`src/rtl/led_sequencer.sv`:
```
// LED pattern sequencer: off/blink/chase/bounce advanced by divider ticks,
// with PWM brightness gating on the registered LED drive.
module led_sequencer #(
  parameter int NUM_LEDS = 4,
  parameter int PWM_BITS = 4
) (
  input  logic                clk,
  input  logic                rst_n,
  input  logic                tick,
  input  logic                en,
  input  logic [1:0]          mode,
  input  logic [7:0]          period,
  input  logic [PWM_BITS-1:0] duty,
  output logic [NUM_LEDS-1:0] leds,
  output logic                step
);

  localparam int PW = (NUM_LEDS > 1) ? $clog2(NUM_LEDS) : 1;
  localparam logic [PW-1:0] LAST = PW'(NUM_LEDS - 1);

  typedef enum logic [1:0] {
    M_OFF    = 2'b00,
    M_BLINK  = 2'b01,
    M_CHASE  = 2'b10,
    M_BOUNCE = 2'b11
  } mode_e;

  mode_e               mode_q, mode_d;
  logic [7:0]          tick_cnt, cnt_d;
  logic [PW-1:0]       pos, pos_d;
  logic                dir, dir_d;
  logic                phase, phase_d;
  logic                step_d;
  logic [PWM_BITS-1:0] pwm_cnt;
  logic [NUM_LEDS-1:0] pattern;
  logic                gate;

  always_comb begin
    mode_d  = mode_e'(mode);
    cnt_d   = tick_cnt;
    pos_d   = pos;
    dir_d   = dir;
    phase_d = phase;
    step_d  = 1'b0;
    if (mode_d != mode_q) begin
      cnt_d   = '0;
      pos_d   = '0;
      dir_d   = 1'b0;
      phase_d = 1'b0;
    end else if (tick && en && mode_q != M_OFF) begin
      // >= keeps a lowered period from wrapping the count
      if (tick_cnt >= period) begin
        cnt_d  = '0;
        step_d = 1'b1;
        unique case (mode_q)
          M_BLINK: phase_d = ~phase;
          M_CHASE: pos_d = (pos == LAST) ? '0 : pos + PW'(1);
          M_BOUNCE: begin
            if (!dir) begin
              pos_d = pos + PW'(1);
              if (pos_d == LAST) dir_d = 1'b1;
            end else begin
              pos_d = pos - PW'(1);
              if (pos_d == '0) dir_d = 1'b0;
            end
          end
          default: ;
        endcase
      end else begin
        cnt_d = tick_cnt + 8'd1;
      end
    end
  end

  always_comb begin
    pattern = '0;
    unique case (1'b1)
      (mode_q == M_BLINK): pattern = {NUM_LEDS{phase}};
      (mode_q == M_CHASE),
      (mode_q == M_BOUNCE): pattern = NUM_LEDS'(1) << pos;
      default: ;
    endcase
  end

  assign gate = (pwm_cnt < duty) || (&duty);

  always_ff @(posedge clk or negedge rst_n) begin
    if (!rst_n) begin
      mode_q   <= M_OFF;
      tick_cnt <= '0;
      pos      <= '0;
      dir      <= 1'b0;
      phase    <= 1'b0;
      pwm_cnt  <= '0;
      leds     <= '0;
      step     <= 1'b0;
    end else begin
      mode_q   <= mode_d;
      tick_cnt <= cnt_d;
      pos      <= pos_d;
      dir      <= dir_d;
      phase    <= phase_d;
      pwm_cnt  <= pwm_cnt + PWM_BITS'(1);
      leds     <= pattern & {NUM_LEDS{gate}};
      step     <= step_d;
    end
  end

endmodule

```
`config.mk`:
```
export PLATFORM = sky130hd
export DESIGN_NAME = led_sequencer
export DESIGN_NICKNAME = d
export VERILOG_FILES = /design/src/rtl/led_sequencer.sv
export SDC_FILE = /design/constraint.sdc
export NUM_CORES = 1
export LEC_CHECK = 0
export BUFFER_PORTS_ARGS = -buffer_cell sky130_fd_sc_hd__buf_2
export CAP_MARGIN = 10
export CORE_MARGIN = 1.5
export CORE_UTILIZATION = 39
export CTS_BUF_LIST = sky130_fd_sc_hd__clkbuf_8
export DETAILED_ROUTE_END_ITERATION = 8
export SETUP_SLACK_MARGIN = 0.4
export SYNTH_ARGS = -nofsm -noshare
export SYNTH_HDL_FRONTEND = slang
export SYNTH_SLANG_ARGS = --single-unit
```
`constraint.sdc`:
```
create_clock -name clk -period 2.4 [get_ports clk]
set_input_delay 0.48 -clock clk [delete_from_list [all_inputs] [get_ports clk]]
set_output_delay 0.48 -clock clk [all_outputs]
set_load 0.005 [all_outputs]
```
## After elaboration in Yosys (flattened, before gate mapping)

Index checks and enable logic that the tools add are counted.
W data, S select, Z words.

| word-level totals | value |
|---|---|
| input bits | 18 |
| register bits after elaboration | 23 |
| logic and storage cells | 62 |
| output and inout bits | 5 |

| cells by class | value |
|---|---|
| equality and inequality tests | 6 |
| add/sub/neg operators | 4 |
| multiplexer cells | 24 |
| magnitude comparators | 2 |
| bitwise operators | 2 |
| shift operators | 1 |
| reduce and logical (&&, ||, !) cells | 15 |

Operators with widths:

| cell | count |
|---|---|
| $mux W8 | 3 |
| $mux W1 | 14 |
| $mux W2 | 5 |
| $reduce_bool A2 Y1 | 5 |
| $reduce_and A3 Y1 | 3 |
| $add A8 B1 Y8 const B | 1 |
| $eq A2 B2 Y1 const B | 4 |
| $ge A8 B8 Y1 | 1 |
| $pmux W4 S2 | 1 |
| $add A4 B1 Y4 const B | 1 |
| $and A4 B4 Y4 | 1 |
| $lt A4 B4 Y1 | 1 |
| $pmux W2 S2 | 1 |
| $reduce_and A4 Y1 | 1 |
| $shl A1 B2 Y4 const A | 1 |
| $reduce_bool A3 Y1 | 1 |
| $add A2 B1 Y2 const B | 1 |
| $eq A2 B1 Y1 const B | 1 |
| $logic_and A1 B1 Y1 | 2 |
| $logic_not A2 Y1 | 1 |
| $ne A2 B2 Y1 | 1 |
| $reduce_or A2 Y1 | 1 |
| $sub A2 B1 Y2 const B | 1 |
| $logic_or A1 B1 Y1 | 1 |
| $not A1 Y1 | 1 |

## Longest topological paths before layout

Gate-level depths: netlist (run 1).

| logic depth | value |
|---|---|
| depth in word-level cells | 8 |
| depth in mapped cells | 8 |
| depth with buffers taken out | 7 |

## Worst setup path after synthesis (run 1)

No wires, ideal clock.

| timing path | value |
|---|---|
| path kind | input to register |
| from | in period[2] |
| to | reg dir |
| data arrival time | 1.782 ns |
| library setup time | 0.131 ns |
| path slack | 0.487 ns |
| path buffers | 1 |
| required time | 2.269 ns |
| stages on the path | 8 |
| path through | inv_1 ha_1 and3_1 o21ai_1 a311o_1 buf_2 a21oi_1 o32ai_2 |

| on the way | value |
|---|---|
| cells in the longest elaborated chain, start to end | 3 |

Ends and longest elaborated chain:

| element | RTL line | text |
|---|---|---|
| start, declared | 12 | `input logic [7:0] period,` |
| $ge A8 B8 Y1 | 52 | `if (tick_cnt >= period) begin` |
| $reduce_bool A2 Y1 (no source line) | -- |  |
| $reduce_and A3 Y1 (no source line) | -- |  |
| end signal, assigned | 101 | `dir <= dir_d;` |
| end, declared | 31 | `logic dir, dir_d;` |

No other way between the ends.
A chain may end at the register's enable or synchronous reset.

## Worst setup path in the final report (run 1)

| timing path | value |
|---|---|
| from | reg tick_cnt[0] |
| to | reg phase |

| on the way | value |
|---|---|
| cells in the longest elaborated chain, start to end | 3 |

Ends and longest elaborated chain:

| element | RTL line | text |
|---|---|---|
| start, declared | 29 | `logic [7:0] tick_cnt, cnt_d;` |
| start signal, assigned | 99 | `tick_cnt <= cnt_d;` |
| $ge A8 B8 Y1 | 52 |  |
| $reduce_bool A2 Y1 (no source line) | -- |  |
| $reduce_and A3 Y1 (no source line) | -- |  |
| end signal, assigned | 102 | `phase <= phase_d;` |
| end, declared | 32 | `logic phase, phase_d;` |

No other way between the ends.

==> results list, run 1 <==
- Setup slack, reg-to-reg: 0.40 ns
- Total via count after detailed routing: 1285
- Critical R2R Capture: phase$_DFFE_PN0P_
- 0 antenna diodes ended up in the layout.
- After detailed routing, the number of vias per cell comes to 5.445.
- Maximum number of pins on one net before global-route repair: 24
- In this run the remaining antenna-violating nets after routing total 0.
* Depth of the worst register-to-register path: 7
* Required time reported for the critical path endpoint: 2.60 ns
* Top_reg_cell synth: sky130_fd_sc_hd__dfrtp_1
- Setup repair after global routing could not meet its margin everywhere.
- The first TritonRoute pass finished after 4 iterations.
* Leakage: 0.0008455 uW
- From left edge to right edge, the die measures 64.87 um.
- The die covers 0.004207 sq mm.
* Ratio of total power to cell area: 402.1 mW/mm^2
- In this run the mean area of a mapped cell was 9.271 sq um.
- DP HPWL: 2205 um
- Ratio of cells with drive above 1 in the final layout: 25.53%
- The congestion estimate from routability-driven global placement came to 0.7557.
- Counting tap cells, the placed design contains a total of 225 instances.
* Synthesis warning total: 0
- Counting flops with an async set or reset pin after synthesis yields a share of 100.0%.
* Synth area leader: sky130_fd_sc_hd__dfrtp_1
- The floorplan has 22 rows.
- Net count after synthesis: 197
- Routed len/inst: 13.58 um
- Cells fill 49.18% of the core in the end.
* Fin crit period: 2.003 ns
* Top achievable clock speed: 499.2 MHz
- After filler insertion, the fill cell instance count of the layout stands at 344.
- Port buffer count: 22
* Clock Path Buffers: 2
- Setup violations remaining at the end of the flow were counted as 0.
- Syn Inst Count: 161
* Maximum fanout along the worst path: 6
- Area occupied by registers: 576.8 sq um
* Detailed-route DRC error count: 0
- For the final database, setup skew stands at 0.002943 ns.
- Area of the core region: 0.003661 sq mm
* Max-capacitance violation count: 0
* Die boundary height: 64.87 um
* Type of the worst setup path: reg -> reg
- After global routing the overflow that remains totals 0.
- For this block, the initial DRC count from the detailed router was 42.
* Register bit total from synthesis: 23
- The routed design has 3206 um of wire.
* Reg2reg start: tick_cnt[0]$_DFFE_PN0P_
- TritonCTS built the clock tree.
- Area fraction of the dominant cell type after synthesis: 38.56%
- Endpoint class of the critical path: register
* Starting density of the core: 40.77%
* Worst slew margin: 64.43%
* Vias in the first global route: 1151
* Number of H-tree levels: 1
- For the worst-skew pair, the clock arrives at the later sink with an insertion delay of 0.27 ns.
* Portion of the post-synthesis area used by sequential elements: 38.56%
- The first global-routing pass estimated 5216 um of wire.
- Global routing consumed, over all layers together, 16.25% of the routing resources.
- The number of slew-limit violations in the final report was 0.
- After layout, the worst path uses 83.47% of the clock period.
- Finished Layout Cells: 236
* Hold-fix buffer count after cts: 0
- Status: complete, no violations
- Slew at the pin closest to its max-slew limit: 0.5336 ns
- Top post-synthesis cells by area: sky130_fd_sc_hd__dfrtp_1, sky130_fd_sc_hd__ha_1, sky130_fd_sc_hd__a21oi_1, sky130_fd_sc_hd__inv_1, sky130_fd_sc_hd__nand2_1
- In the layout the commonest cells are sky130_fd_sc_hd__dfrtp_1, sky130_fd_sc_hd__buf_2, sky130_fd_sc_hd__inv_1, sky130_fd_sc_hd__ha_1.
* CTS Sinks: 23
- In the final design database the tool counted 225 nets.
* Synth Cell Area: 0.001493 sq mm
* Crit path DAT: 2.21 ns
- Number of synthesized flops with an enable pin: 0
* Master cell of the clock root buffer: sky130_fd_sc_hd__clkbuf_8
* Critical path startpoint category: register
* Number of failing hold endpoints at the final stage: 0
- Area occupied by multi-input gates: 894.6 sq um
* P&R area growth vs syn: 20.62%
- On the final layout, the worst hold slack is 0.1774 ns.
* Type of the tightest min-delay check: in -> async
- TritonCTS Buffers: 3
* Yosys cell types: 38
- Worst IR drop on VDD: 0.3166 mV
* Top-level port count: 23
- Clock transition time at the flip-flop clock pins of the worst setup and hold paths: 0.08 ns
* Number of antenna violations at the first check in global routing: 0
- Aggregate negative setup slack: 0 ns
## per-stage QoR
step / setup WS (ns) / total power (uW) / area (sq um)
2_1_floorplan: 0.4871 / 445.7 / 1493
3_3_place_gp: 0.2460 / 475.3 / 1638
3_5_place_dp: 0.1717 / 478.8 / 1638
4_1_cts: 0.4171 / 721.8 / 1700
5_1_grt: 0.2997 / 765.8 / 1800
6_report: 0.3968 / 723.9 / 1800
## repair_timing
item / CTS / global route
pin swaps: 1 / 5
gates resized for setup: 1 / 12
cloned: 0 / 1
buffers inserted: 2 / 4
setup endpoints to repair: 9 / 8
## how the worst max path moves through the flow
stage	depth (start not counted)	startpoint	slack (ns)	end
2_1_floorplan	8	period[2]	0.49	dir$_DFFE_PN0P_
3_3_place_gp	8	period[2]	0.25	dir$_DFFE_PN0P_
3_5_place_dp	8	period[2]	0.17	pos[0]$_DFFE_PN0P_
4_1_cts	6	tick_cnt[1]$_DFFE_PN0P_	0.42	dir$_DFFE_PN0P_
5_1_grt	7	tick_cnt[0]$_DFFE_PN0P_	0.30	phase$_DFFE_PN0P_
6_report	7	tick_cnt[0]$_DFFE_PN0P_	0.40	phase$_DFFE_PN0P_
## flip-flops by register name (all words and copies together), names as in the netlist
name,flops
pos,2
step,1
dir,1
tick_cnt,8
leds,4
mode_q,2
pwm_cnt,4
phase,1
## cell families after synthesis
kind of cell,synth area share (%)
adder cells (fa/ha/maj),15.09
AO/OA/AOI/OAI,16.93
multiplexers,0.6706
XOR/XNOR,4.694
flip-flops,38.56
buffers and inverters,6.203
AND/OR/NAND/NOR,17.85
## critical path: stages, from the launching register on
cell and delay, ns:
sky130_fd_sc_hd__dfrtp_1 0.42, sky130_fd_sc_hd__inv_1 0.06, sky130_fd_sc_hd__ha_1 0.27, sky130_fd_sc_hd__and3_4 0.17, sky130_fd_sc_hd__o21ai_2 0.06, sky130_fd_sc_hd__a311o_2 0.46, sky130_fd_sc_hd__a2111o_1 0.42, sky130_fd_sc_hd__o21ai_1 0.07
## layout make-up
class                   instances  share of cell area (%)
clock inverters                 1                  0.2780
clock buffers                   3                   2.293
multi-input cells             116                   49.69
well taps                      48                   3.336
repair buffers                 29                   9.034
flip-flops and latches         23                   32.04
inverters                      16                   3.336
## cell usage after synthesis, types with 2 or more instances
master	count
sky130_fd_sc_hd__a211oi_1	2
sky130_fd_sc_hd__a21o_1	5
sky130_fd_sc_hd__a21oi_1	13
sky130_fd_sc_hd__a31oi_1	3
sky130_fd_sc_hd__and2_1	2
sky130_fd_sc_hd__buf_2	5
sky130_fd_sc_hd__clkbuf_1	2
sky130_fd_sc_hd__dfrtp_1	23
sky130_fd_sc_hd__ha_1	18
sky130_fd_sc_hd__inv_1	16
sky130_fd_sc_hd__nand2_1	13
sky130_fd_sc_hd__nand2b_1	2
sky130_fd_sc_hd__nand3_1	8
sky130_fd_sc_hd__nand4_1	4
sky130_fd_sc_hd__nor2_1	6
sky130_fd_sc_hd__nor2b_1	2
sky130_fd_sc_hd__nor3_1	5
sky130_fd_sc_hd__nor4_1	2
sky130_fd_sc_hd__o211ai_1	2
sky130_fd_sc_hd__o21ai_0	3
sky130_fd_sc_hd__o21ai_1	2
sky130_fd_sc_hd__xnor2_1	4
sky130_fd_sc_hd__xor2_1	4
## report_power, final
group / total, uW / leakage, uW / switching (uW) / internal, uW
registers: 398 / 0.000309 / 7.47 / 391
logic: 81.2 / 0.000511 / 49.3 / 31.9
clock network: 245 / 0.0000255 / 128 / 116
total: 724 / 0.000846 / 185 / 539
## metal layers
layer  up-vias  GRT usage (%)  wire (um)
li1        626              -          -
met1       622          21.01       1434
met2        32          25.77       1561
met3         5          4.340        162
met4         0          6.383         48
met5         -              0          0
No activity file was read; power rests on OpenSTA's default activity.
==> run 2, diff against run 1 <==
--- a/config.mk
+++ b/config.mk
@@ -5,6 +5,7 @@
 export SDC_FILE = /design/constraint.sdc
 export NUM_CORES = 1
 export LEC_CHECK = 0
+export ABC_AREA = 1
 export BUFFER_PORTS_ARGS = -buffer_cell sky130_fd_sc_hd__buf_2
 export CAP_MARGIN = 10
 export CORE_MARGIN = 1.5
==> constraint.sdc (replaced) <==
create_clock -name clk -period 1.8 [get_ports clk]
set_input_delay 0.36 -clock clk [delete_from_list [all_inputs] [get_ports clk]]
set_output_delay 0.36 -clock clk [all_outputs]
set_load 0.005 [all_outputs]
==> results list, run 2 <==
- The flow ran to the end, and the final reports show no timing, DRC or antenna violations.
* Number of buffer and inverter stages on the critical path: 0 (-1)
* DIE AREA: 0.004339 sq mm (+3.1%)
- The first-pass GRT wire length is 5064 um (-2.9%).
* Register bit total from synthesis: 23 (unchanged)
* P&R area growth vs syn: 29.38%
* Type of the worst setup path: reg -> reg
- The post-synthesis instance area was 0.001541 sq mm (+3.3%).
- Most common cell in the netlist: sky130_fd_sc_hd__nand2_1
- Maximum fanout along the worst path: 5 (-1)
- Number of failing hold endpoints at the final stage: 0 (unchanged)
* GP Congestion: 0.8149 (+7.8%)
- Synthesis warning total: 0 (unchanged)
* Port buffer count: 22 (unchanged)
- In the synthesized netlist the dominant register cell turns out to be sky130_fd_sc_hd__dfrtp_1.
- Net count after synthesis: 218 (+11%)
- The final worst slack came to 0.2952 ns (-0.1016 ns).
- The row count came to 22 (unchanged).
- The die width came to 65.87 um (+1.5%).
* First drt pass iteration count: 4 (unchanged)
- The sequential area share after synthesis was 37.34% (-1.2 points).
- Clock tree synthesis selected as its root buffer the cell sky130_fd_sc_hd__clkbuf_8.
- Slowest stage cell, crit path: sky130_fd_sc_hd__dfrtp_1
* Max-capacitance violation count: 0 (unchanged)
- TritonCTS Buffers: 3 (unchanged)
* Total via count after detailed routing: 1252 (-2.6%)
- The pre-CTS setup slack was 0.1357 ns (-0.03601 ns).
- The relative slew slack came to 64.71% (+0.29 points).
- The total routed wirelength is 2962 um (-7.6%).
- The H-tree level count is 1 (unchanged).
- All-Layer GR Usage: 15.33% (-0.92 points)
- The number of global-route vias before repair came to 1182 (+2.7%).
- Aggregate negative setup slack: 0 ns (unchanged)
* Endpoint class of the critical path: register
- In the final layout, the registers with the most flip-flops are tick_cnt: 8 flops, leds: 4 flops, pwm_cnt: 4 flops.
- Layout net count: 255 (+13%)
- The maximum number of pins on one net before global-route repair is 24 (unchanged).
- Critical path startpoint category: register
- The antenna diode count is 0 (unchanged).
* Clock Path Buffers: 2 (unchanged)
- The filler cell count in the final layout is 347 (+0.87%).
- RSZ-0062 raised after global routing: yes
* Slew at the pin closest to its max-slew limit: 0.5293 ns (-0.004250 ns)
* Top achievable clock speed: 664.6 MHz (+33%)
- Most numerous cell types in the synthesized netlist: sky130_fd_sc_hd__nand2_1, sky130_fd_sc_hd__inv_1, sky130_fd_sc_hd__dfrtp_1
* Cell class contributing the biggest share of worst-path delay: simple AND/OR/NAND/NOR gates
- The cts-stage hold buffer count was 0 (unchanged).
- Cell chain of the critical path: ha_4 > nand2_2 > nor2_1 > nor2_1 > nand2_1 > nand2_4 > a31oi_4 > nor2_1
* Average via count per standard cell: 4.707 (-14%)
- The distinct cell type count of the synthesized netlist came to 29 (-24%).
- The number of setup violations in the final report is 0 (unchanged).
- Setup slack, reg-to-reg: 0.30 ns (-0.10 ns)
- Fin crit period: 1.505 ns (-0.4984 ns)
- The mean cell area of the mapped netlist came to 8.470 sq um (-8.6%).
- The count of clock tree sinks is 23 (unchanged).
* CTS tree: yes
* Initial DRC Count: 39 (-7.1%)
- Required time reported for the critical path endpoint: 1.95 ns (-0.65 ns)
- The number of cells in the finished layout apart from fillers came to 266 (+13%).
- Reg2reg start: tick_cnt[3]$_DFFE_PN0P_
* Top post-synthesis cells by area: sky130_fd_sc_hd__dfrtp_1, sky130_fd_sc_hd__ha_1, sky130_fd_sc_hd__nand2_1, sky130_fd_sc_hd__inv_1, sky130_fd_sc_hd__nor2_1
- In this design, the critical path's most frequently occurring cell is sky130_fd_sc_hd__nor2_1.
- The biggest area contributor in the post-synthesis netlist is sky130_fd_sc_hd__dfrtp_1.
- The proportion of layout cells with a drive suffix above 1 was 36.24% (+11 points).
- The register with the most flip-flops in the final layout is tick_cnt.
- Placed Instances: 252 (+12%)
- Ratio of total power to cell area: 559.4 mW/mm^2 (+39%)
* Clock transition time at the flip-flop clock pins of the worst setup and hold paths: 0.08 ns (about the same)
- The number of antenna violations at the first check in global routing was 0 (unchanged).
- The y dimension of the die was 65.87 um (+1.5%).
- Crit path DAT: 1.66 ns (-0.55 ns)
- The leakage power of the design is 0.001042 uW (+23%).
- The worst clock skew is 0.003468 ns (+0.0005257 ns).
- Leading cell type in the layout, fill and taps excluded: sky130_fd_sc_hd__nand2_1
* Routed len/inst: 11.14 um (-18%)
- Depth of the worst register-to-register path: 8 (+1)
- Area fraction of the dominant cell type after synthesis: 37.34% (-1.2 points)
- The worst-skew pair later-pin latency was 0.26 ns (about the same).
* Detailed-route DRC error count: 0 (unchanged)
- Count of final max-slew check failures: 0 (unchanged)
- The top cell types in the final layout, fill and taps aside, are sky130_fd_sc_hd__nand2_1, sky130_fd_sc_hd__inv_1, sky130_fd_sc_hd__dfrtp_1, sky130_fd_sc_hd__buf_2, sky130_fd_sc_hd__nor2_1.
* Number of synthesized flops with an enable pin: 0 (unchanged)
* Worst IR drop on VDD: 0.3120 mV (-1.5%)
- The number of flip-flops in the largest register came to 8 (unchanged).
* Area of the core region: 0.003716 sq mm (+1.5%)
- Type of the tightest min-delay check: in -> async
- Part of the cycle the worst path needs: 83.60% (+0.13 points)
- Async set or reset register ratio after synthesis: 100.0% (unchanged)
- The placed wire-length estimate after detailed placement came to 2118 um (-4.0%).
- Critical R2R Capture: tick_cnt[5]$_DFFE_PN0P_
* Starting density of the core: 41.48% (+0.71 points)
- Syn Inst Count: 182 (+13%)
- ANT nets after route: 0 (unchanged)
- The largest stage delay on the critical path is 0.41 ns (-0.05 ns).
- The boundary pin count came to 23 (unchanged).
- The remaining global-route overflow is 0 (unchanged).
[run 2: changes by cell type after synthesis, sizes merged, moves of 4 or more]
cell    delta
a21boi     +4
a21oi     -11
inv       +11
nand2     +31
nand3      +7
nor2      +14
nor3       -4
[run 2: stage by stage]
step	utilization (%)	hold WS, ns	instance area [sq um]	power [uW]
2_1_floorplan	-	0.06441	1551	704.2
3_3_place_gp	46.13	0.3768	1714	775.3
3_5_place_dp	46.13	0.3802	1714	776.2
4_1_cts	51.25	0.07901	1904	1125
5_1_grt	53.67	0.1022	1994	1187
6_report	53.67	0.06083	1994	1116
[run 2: worst max path at each step]
stage	from	to	slack (ns)	cells past startpoint
floorplan	tick_cnt[5]$_DFFE_PN0P_	tick_cnt[0]$_DFFE_PN0P_	0.30	8
global route	tick_cnt[3]$_DFFE_PN0P_	tick_cnt[2]$_DFFE_PN0P_	0.22	8
finish	tick_cnt[3]$_DFFE_PN0P_	tick_cnt[5]$_DFFE_PN0P_	0.30	8
detailed placement	period[5]	tick_cnt[0]$_DFFE_PN0P_	0.14	10
global placement	period[5]	tick_cnt[0]$_DFFE_PN0P_	0.16	10
CTS	tick_cnt[3]$_DFFE_PN0P_	tick_cnt[6]$_DFFE_PN0P_	0.32	8
[run 2: where the power goes]
part           total [uW]  internal [uW]  switching [uW]
clock network         317            152             164
logic                 242            101             141
registers             557            540            17.1
total                1120            794             322
[run 2: worst reg2reg max path, cell delays in order (launching register included)]
cell,delay [ns]
sky130_fd_sc_hd__dfrtp_1,0.41
sky130_fd_sc_hd__ha_4,0.28
sky130_fd_sc_hd__nand2_2,0.05
sky130_fd_sc_hd__nor2_1,0.09
sky130_fd_sc_hd__nor2_1,0.04
sky130_fd_sc_hd__nand2_1,0.12
sky130_fd_sc_hd__nand2_4,0.10
sky130_fd_sc_hd__a31oi_4,0.22
sky130_fd_sc_hd__nor2_1,0.08
[run 2: logic make-up after synthesis]
logic type      Yosys count  share of synthesized area, %
xor+xnor                  7                         5.195
compound gates           18                         8.361
flops                    23                         37.34
buf+inv                  29                         8.198
fa+ha+maj                18                         14.61
simple gates             87                         26.30
[run 2: metal layers]
| metal | wire [um] | GRT usage, % |
|---|---|---|
| met1 | 1418 | 18.57 |
| met2 | 1402 | 25.76 |
| met3 | 75 | 2.385 |
| met4 | 65 | 8.594 |
| met5 | 0 | 0 |
[run 2: repair_timing]
| item | 4_1_cts | 5_1_grt |
|---|---|---|
| gates resized for setup | 20 | 17 |
| buffers inserted | 6 | 4 |
| endpoints found under the setup margin | 14 | 17 |
| pin swaps | 7 | 10 |
[run 2: final cells by class]
cell class	instances	area (sq um)	share of cell area, %
clock buffer	3	41.29	2.070
tap	48	60.06	3.011
clock inverter	1	3.754	0.1882
sequential	23	576.8	28.92
inverter	27	108.9	5.458
multi-input combinational	130	1003	50.31
timing repair buffer	34	200.2	10.04
